==> src/rtl/fpu_norm_pkg.sv <==
// fpu_norm_pkg: shared defaults, count helper and stage-1 payload types for the normaliser.
package fpu_norm_pkg;
  localparam int WIDTH_D = 24;
  localparam int GROUP_D = 6;
  localparam int TAG_W_D = 9;
  function automatic int clog2(input int v);
    int r = 0;
    while ((1 << r) < v) r++;
    return r;
  endfunction
  localparam int CW_D = clog2(WIDTH_D + 1);
  localparam int NG_D = WIDTH_D / GROUP_D;
  localparam int GW_D = clog2(GROUP_D);
  typedef logic [CW_D-1:0] countT;
  typedef struct packed {
    logic [NG_D-1:0]           allz;
    logic [NG_D-1:0][GW_D-1:0] lcnt;
    logic [WIDTH_D-1:0]        data;
    countT                     limit;
    logic [TAG_W_D-1:0]        tag;
  } s1PayloadT;
endpackage

==> src/rtl/norm_lzc_pipe_lzc_group.sv <==
// lzc_group: combinational local leading-zero counter for one group of bits.
module lzc_group import fpu_norm_pkg::*; #(
  parameter int GROUP = GROUP_D,
  localparam int GW = GROUP > 1 ? clog2(GROUP) : 1
) (
  input  logic [GROUP-1:0] bits,
  output logic             allz,
  output logic [GW-1:0]    lcnt
);
  assign allz = ~|bits;
  // Scan upward so the highest set bit is the last to write the count.
  always_comb begin
    lcnt = '0;
    for (int i = 0; i < GROUP; i++) if (bits[i]) lcnt = GW'(GROUP - 1 - i);
  end
endmodule

==> src/rtl/norm_lzc_pipe.sv <==
// norm_lzc_pipe: two-stage leading-zero count and limit-clamped left normaliser
// with valid/ready handshake on both sides and a pass-through tag.
module norm_lzc_pipe import fpu_norm_pkg::*; #(
  parameter int WIDTH = WIDTH_D,
  parameter int GROUP = GROUP_D,
  parameter int TAG_W = TAG_W_D,
  localparam int CW = $clog2(WIDTH + 1)
) (
  input  logic             clk,
  input  logic             rst_n,
  input  logic             in_valid,
  output logic             in_ready,
  input  logic [WIDTH-1:0] in_data,
  input  logic [CW-1:0]    in_limit,
  input  logic [TAG_W-1:0] in_tag,
  output logic             out_valid,
  input  logic             out_ready,
  output logic [WIDTH-1:0] out_data,
  output logic [CW-1:0]    out_shift,
  output logic             out_zero,
  output logic             out_limited,
  output logic [TAG_W-1:0] out_tag
);
  localparam int NG = WIDTH / GROUP;
  localparam int GW = GROUP > 1 ? clog2(GROUP) : 1;
  if (WIDTH % GROUP != 0) begin : gBadWidth
    $error("norm_lzc_pipe: WIDTH must be a multiple of GROUP");
  end
  typedef struct packed {
    logic [NG-1:0]         allz;
    logic [NG-1:0][GW-1:0] lcnt;
    logic [WIDTH-1:0]      data;
    logic [CW-1:0]         limit;
    logic [TAG_W-1:0]      tag;
  } s1T;
  logic [NG-1:0]         allz;
  logic [NG-1:0][GW-1:0] lcnt;
  logic [CW-1:0]         limC, lzc, shift;
  logic                  s1Valid, s2Load, s1Advance;
  s1T                    s1;
  for (genvar g = 0; g < NG; g++) begin : gGrp
    lzc_group #(.GROUP(GROUP)) uGrp (
      .bits(in_data[g*GROUP +: GROUP]),
      .allz(allz[g]),
      .lcnt(lcnt[g])
    );
  end
  assign limC      = in_limit > CW'(WIDTH) ? CW'(WIDTH) : in_limit;
  assign s2Load    = !out_valid || out_ready;
  assign s1Advance = s1Valid && s2Load;
  assign in_ready  = !s1Valid || s1Advance;
  // Later (more significant) non-zero groups override earlier ones.
  always_comb begin
    lzc = CW'(WIDTH);
    for (int g = 0; g < NG; g++)
      if (!s1.allz[g]) lzc = CW'((NG - 1 - g) * GROUP) + CW'(s1.lcnt[g]);
    shift = lzc < s1.limit ? lzc : s1.limit;
  end
  always_ff @(posedge clk or negedge rst_n) begin
    if (!rst_n) begin
      s1Valid     <= 1'b0;
      s1          <= '0;
      out_valid   <= 1'b0;
      out_data    <= '0;
      out_shift   <= '0;
      out_zero    <= 1'b0;
      out_limited <= 1'b0;
      out_tag     <= '0;
    end else begin
      if (in_ready) s1Valid <= in_valid;
      if (in_valid && in_ready) s1 <= {allz, lcnt, in_data, limC, in_tag};
      if (s2Load) out_valid <= s1Valid;
      if (s1Advance) begin
        out_data    <= s1.data << shift;
        out_shift   <= shift;
        out_zero    <= &s1.allz;
        out_limited <= (s1.limit < lzc) && !(&s1.allz);
        out_tag     <= s1.tag;
      end
    end
  end
endmodule
==> config.mk <==
export PLATFORM = sky130hd
export DESIGN_NAME = norm_lzc_pipe
export DESIGN_NICKNAME = d
export VERILOG_FILES = /design/src/rtl/fpu_norm_pkg.sv /design/src/rtl/norm_lzc_pipe_lzc_group.sv /design/src/rtl/norm_lzc_pipe.sv
export SDC_FILE = /design/constraint.sdc
export NUM_CORES = 1
export LEC_CHECK = 0
export CAP_MARGIN = 20
export CORE_AREA = 2 2 115 117
export CTS_CLUSTER_DIAMETER = 40
export CTS_CLUSTER_SIZE = 10
export DETAILED_ROUTE_END_ITERATION = 10
export DIE_AREA = 0 0 117 119
export GPL_ROUTABILITY_DRIVEN = 1
export PLACE_DENSITY = 0.61
export RECOVER_POWER = 100
export SLEW_MARGIN = 25
export SYNTH_ARGS = -nofsm -noshare
export SYNTH_HDL_FRONTEND = slang
export SYNTH_SLANG_ARGS = --single-unit
==> constraint.sdc <==
create_clock -name clk -period 3.9 [get_ports clk]
set_input_delay 0.39 -clock clk [delete_from_list [all_inputs] [get_ports clk]]
set_output_delay 0.39 -clock clk [all_outputs]
set_load 0.02 [all_outputs]
======== Yosys cells after proc, flatten, opt, wreduce, memory -nomap -nowiden ========
Cells that the tools add are included.
word-level totals
  bits in registers ....................... 96
  input port bits ......................... 42
  output and inout port bits .............. 42
  word-level logic and storage cells ...... 69
cells by class
  shift-type cells ........................ 1
  reduce and logical (&&, ||, !) cells .... 17
  mux-type cells .......................... 30
  add/subtract/negate cells ............... 3
  order comparisons ....................... 3
operator list
  operator               number
  $mux W3                24
  $mux W5                6
  $reduce_or A6 Y1       4
  $shl A24 B5 Y24        1
  $lt A5 B5 Y1           2
  $logic_not A1 Y1       7
  $add A4 B3 Y5 const A  1
  $add A5 B3 Y5 const A  1
  $gt A5 B5 Y1 const B   1
  $add A3 B3 Y4 const A  1
  $reduce_and A4 Y1      1
  $logic_and A1 B1 Y1    3
  $logic_or A1 B1 Y1     2

======== Longest topological paths before layout ========
  depth in word-level cells ............... 8
  gate-level depth with buffers ........... 18
  mapped depth without buffers ............ 17

======== Hierarchy ========
From an unflattened synthesis, not the netlist that was laid out.
unflattened totals
  cells, all modules ...................... 521
  area, all modules ....................... 5281.3 um^2
by module, submodules not included
  module         times used  area each (um^2)  seq. area each (um^2)  cells each
  norm_lzc_pipe  1           5041.1            2402.3                 481
  lzc_group      4           60.1              0.0                    10

======== Worst setup path after synthesis ========
No wires, ideal clock.
  kind .................................... reg2reg
  start point ............................. reg s1[39] in the netlist's numbering
  end point ............................... reg out_data[21]
  cell stages (with the launch flop) ...... 19
  setup time .............................. 0.139 ns
  period minus slack after synthesis ...... 3.310 ns
  path buffers ............................ 1
  required time ........................... 3.761 ns
  path slack .............................. 0.590 ns
  data arrival time ....................... 3.172 ns
  cells stage by stage .................... dfrtp_1 -> ha_1 -> nor2_1 -> mux2i_1 -> nand2_1 -> o21ai_0 -> and2_1 -> inv_1 -> ha_1 -> a21o_1 -> a21o_1 -> nor2_1 -> o22a_1 -> clkbuf_1 -> mux2_2 -> nor3_1 -> nor3_1 -> o21ai_0 -> o2111ai_1
on the way
  longest elaborated chain between the ends .. 8
RTL lines
  element                    line                 text
  from (decl)                norm_lzc_pipe.sv:40  s1T s1;
  from (signal assigned)     norm_lzc_pipe.sv:71  if (in_valid && in_ready) s1 <= {allz, lcnt, in_data, limC, in_tag};
  $add A5 B3 Y5 (*)          norm_lzc_pipe.sv:56  if (!s1.allz[g]) lzc = CW'((NG - 1 - g) * GROUP) + CW'(s1.lcnt[g]);
  $mux W5 (*) (4 in series)  norm_lzc_pipe.sv:56
  $lt A5 B5 Y1               norm_lzc_pipe.sv:57  shift = lzc < s1.limit ? lzc : s1.limit;
  $mux W5 (*)                norm_lzc_pipe.sv:57
  $shl A24 B5 Y24 (*)        norm_lzc_pipe.sv:74  out_data <= s1.data << shift;
  to (signal assigned)       norm_lzc_pipe.sv:74
  to (decl)                  norm_lzc_pipe.sv:18  output logic [WIDTH-1:0] out_data,
Mark *: on every way between the ends. The rest lies on a longest branch, timed or not.
A chain may end at the register's enable or synchronous reset.

======== Worst setup path in the final report ========
  start point ............................. reg s1[39] in the netlist's numbering
  end point ............................... reg out_data[10]
Same word-level chain as after synthesis.

==> impl_metrics.env <==
export IMPL_hpwl_um=10600
export IMPL_io_pins=84
export IMPL_fin_crit_sh_pct=94.9
export IMPL_setup_worst_path_start="s1[39]$_DFFE_PN0P_"
export IMPL_htree_levels=3
export IMPL_peakVddDrop_uv=266
export IMPL_required_ns=4.13
export IMPL_hold_class="register to register"
export IMPL_die_w_um=117
export IMPL_multi_input_area_um2=2640
export IMPL_ys_warn_count=0
export IMPL_crit_type="register to register"
export IMPL_final_instance_count_excl_fill=793
export IMPL_syn_to_final_growth_pct=26.4
export IMPL_worst_pin_slew_ns=1.74
export IMPL_cts_clk_slew_worst_paths_ns=0.06
export IMPL_synth_cells=531
export IMPL_syn_num_nets=579
export IMPL_grt_max_degree=71
export IMPL_start_kind="register"
export IMPL_insertion_delay_ns=0.35
export IMPL_synth_edff_count=0
export IMPL_ant_nets=0
export IMPL_min_period_ns=3.70
export IMPL_grt_ovfl_total=0
export IMPL_grt_pass1_vias=4212
export IMPL_cts_resized=1
export IMPL_reg2reg_from="s1[39]$_DFFE_PN0P_"
export IMPL_synth_seq_cells=96
export IMPL_placed_area_um2=6240
export IMPL_drive_above_1_share_pct=17.8
export IMPL_yosysTopAreaCell="dfrtp_1"
export IMPL_synth_async_reset_ratio_pct=100
export IMPL_crit_fanout=8
export IMPL_cts_tree="yes"
export IMPL_worst_hold_startpoint="out_data[6]$_DFFE_PN0P_"
export IMPL_numCtsBuffers=9
export IMPL_final_util_pct=50.9
export IMPL_wire_per_inst_um=17.6
export IMPL_synth_top_cell_area_share_pct=46.3
export IMPL_final_nets=660
export IMPL_placed_cells=777
export IMPL_clock_skew_ns=0.00746
export IMPL_fmax_mhz=270
export IMPL_cpPeakStageDelay_ns=0.49
export IMPL_leakage_nw=2.71
export IMPL_slowest_stage="o21ai_1"
export IMPL_status="finished, violations left"
export IMPL_cap_violations=3
export IMPL_die_area_um2=13900
export IMPL_via_count=4300
export IMPL_tns_ns=0
export IMPL_syn_cell_area_um2=5180
export IMPL_p_per_area_nw_per_um2=581
export IMPL_syn_avg_cell_area_um2=9.76
export IMPL_drtPass1Iterations=5
export IMPL_maxSlewViolCount=108
export IMPL_worstPathArrival_ns=3.93
export IMPL_final_hold_violation_count=0
export IMPL_root_buffer="clkbuf_16"
export IMPL_drt_iter0_drc=219
export IMPL_gp_congestion=0.901
export IMPL_end_kind="register"
export IMPL_slew_headroom_pct=-15.8
export IMPL_core_area_um2=12900
export IMPL_ys_seq_area_share_pct=46.3
export IMPL_rsz0062_at_grt="no"
export IMPL_reg2reg_depth=14
export IMPL_port_buffers=83
export IMPL_setup_violations=0
export IMPL_r2r_end="out_data[10]$_DFFE_PN0P_"
export IMPL_floorplan_initialDensity_pct=40.3
export IMPL_antenna_found_initial=0
export IMPL_post_cts_buffers=0
export IMPL_violations="capacitance limit, slew limit"
export IMPL_final_seq_area_um2=2400
export IMPL_path_cells="ha_1 > a31oi_1 > mux2i_1 > mux2_2 > inv_1 > ha_1 > and3_1 > nand2_1 > nor3_2 > o21ai_1 > nand2_1 > mux2_2 > a211oi_1 > o31ai_1"
export IMPL_drc_errors=0
export IMPL_holdWs_ns=0.467
export IMPL_reg2reg_slack_ns=0.20
export IMPL_die_y_um=119
export IMPL_synth_cell_types=55
export IMPL_cp_endpoint="out_data[10]$_DFFE_PN0P_"
export IMPL_grt_pass1_wl_um=22600
export IMPL_grt_total_usage_pct=21.0
export IMPL_cts_hold_buf=0
export IMPL_fillCellCount=1251
export IMPL_synth_flop_cell="dfrtp_1"
export IMPL_antenna_diode_count=0
export IMPL_synth_area_top_cells="dfrtp_1 46%, mux2_2 14%, nand2_1 5.5%"
export IMPL_ys_top_cells_by_count="96 x dfrtp_1, 76 x nand2_1, 63 x mux2_2"
export IMPL_stdcell_area_um2=6550
export IMPL_rows=42
export IMPL_synth_most_common_cell="dfrtp_1"
export IMPL_drt_total_wl_um=14000
export IMPL_cts_sinks=96
export IMPL_clock_path_buffers=2
export IMPL_drt_vias_per_instance=5.42
[stage by stage]
stage               worst slack, ns  total power [mW]
finish                        0.201              3.80
global route                0.00296              4.05
CTS                          0.0854              3.89
detailed placement          0.00237              3.02
global placement              0.131              3.00
floorplan                     0.590              2.35
[how the worst min path moves through the flow]
stage | end | slack (ns) | cells past startpoint
4_1_cts | out_shift[2]$_DFFE_PN0P_ | 0.20 | 1
2_1_floorplan | out_data[0]$_DFFE_PN0P_ | 0.09 | 0
5_1_grt | out_shift[1]$_DFFE_PN0P_ | 0.50 | 2
3_5_place_dp | out_data[6]$_DFFE_PN0P_ | 0.46 | 2
3_3_place_gp | s1[42]$_DFFE_PN0P_ | 0.46 | 2
6_report | out_data[6]$_DFFE_PN0P_ | 0.47 | 2
[cells by family (layout without fill, tap and decap cells)]
group	Yosys count	in the layout	synth area share, %
and+or+nand+nor	185	185	16.2
AOI/OAI and AO/OA	127	127	16.4
DFF	96	96	46.3
muxes	73	73	15.9
buffers and inverters	44	130	3.69
adders and majority gates	6	6	1.45
[state kept, by name, indices dropped and copies added (netlist names)]
signal and flops:
s1 54, out_data 24, out_tag 9, out_shift 5, out_limited 1, out_valid 1, out_zero 1, s1Valid 1
[cell usage in the layout (no fill, tap or decap), types with 9 or more instances in the layout]
cell	instances
a21oi_1	29
buf_4	11
clkbuf_16	9
clkdlybuf4s50_1	39
dfrtp_1	96
dlygate4sd3_1	43
inv_1	13
mux2_2	59
nand2_1	76
nor2_1	31
nor3_1	46
o21ai_0	31
o31ai_1	11
[worst max-delay path, delay by kind of cell (launching register included)]
family / cells / cell delay [ns]
compound gates: 4 / 1.03
mux: 3 / 0.77
simple gates: 4 / 0.73
fa+ha+maj: 2 / 0.54
flops: 1 / 0.40
buf+inv: 1 / 0.11
[layout make-up]
cell class,instances,area share (%)
clock buffer,11,3.86
clock inverter,5,0.592
inverter,13,0.745
multi-input combinational,391,40.3
sequential,96,36.7
tap,176,3.36
timing repair buffer,101,14.5
[per-layer routing]
layer	vias to the layer above	wire length [µm]	track usage, %
met5	-	0	0
met2	119	6610	33.5
met3	15	635	3.77
met4	0	201	5.74
li1	2096	-	-
met1	2070	6540	29.3
[where the power goes]
part | leakage [nW] | switching [mW] | internal [mW] | total, mW
Clock | 0.142 | 0.383 | 0.470 | 0.854
Combinational | 1.39 | 0.914 | 0.683 | 1.60
Sequential | 1.18 | 0.137 | 1.22 | 1.35
No activity file was read; power rests on OpenSTA's default activity.
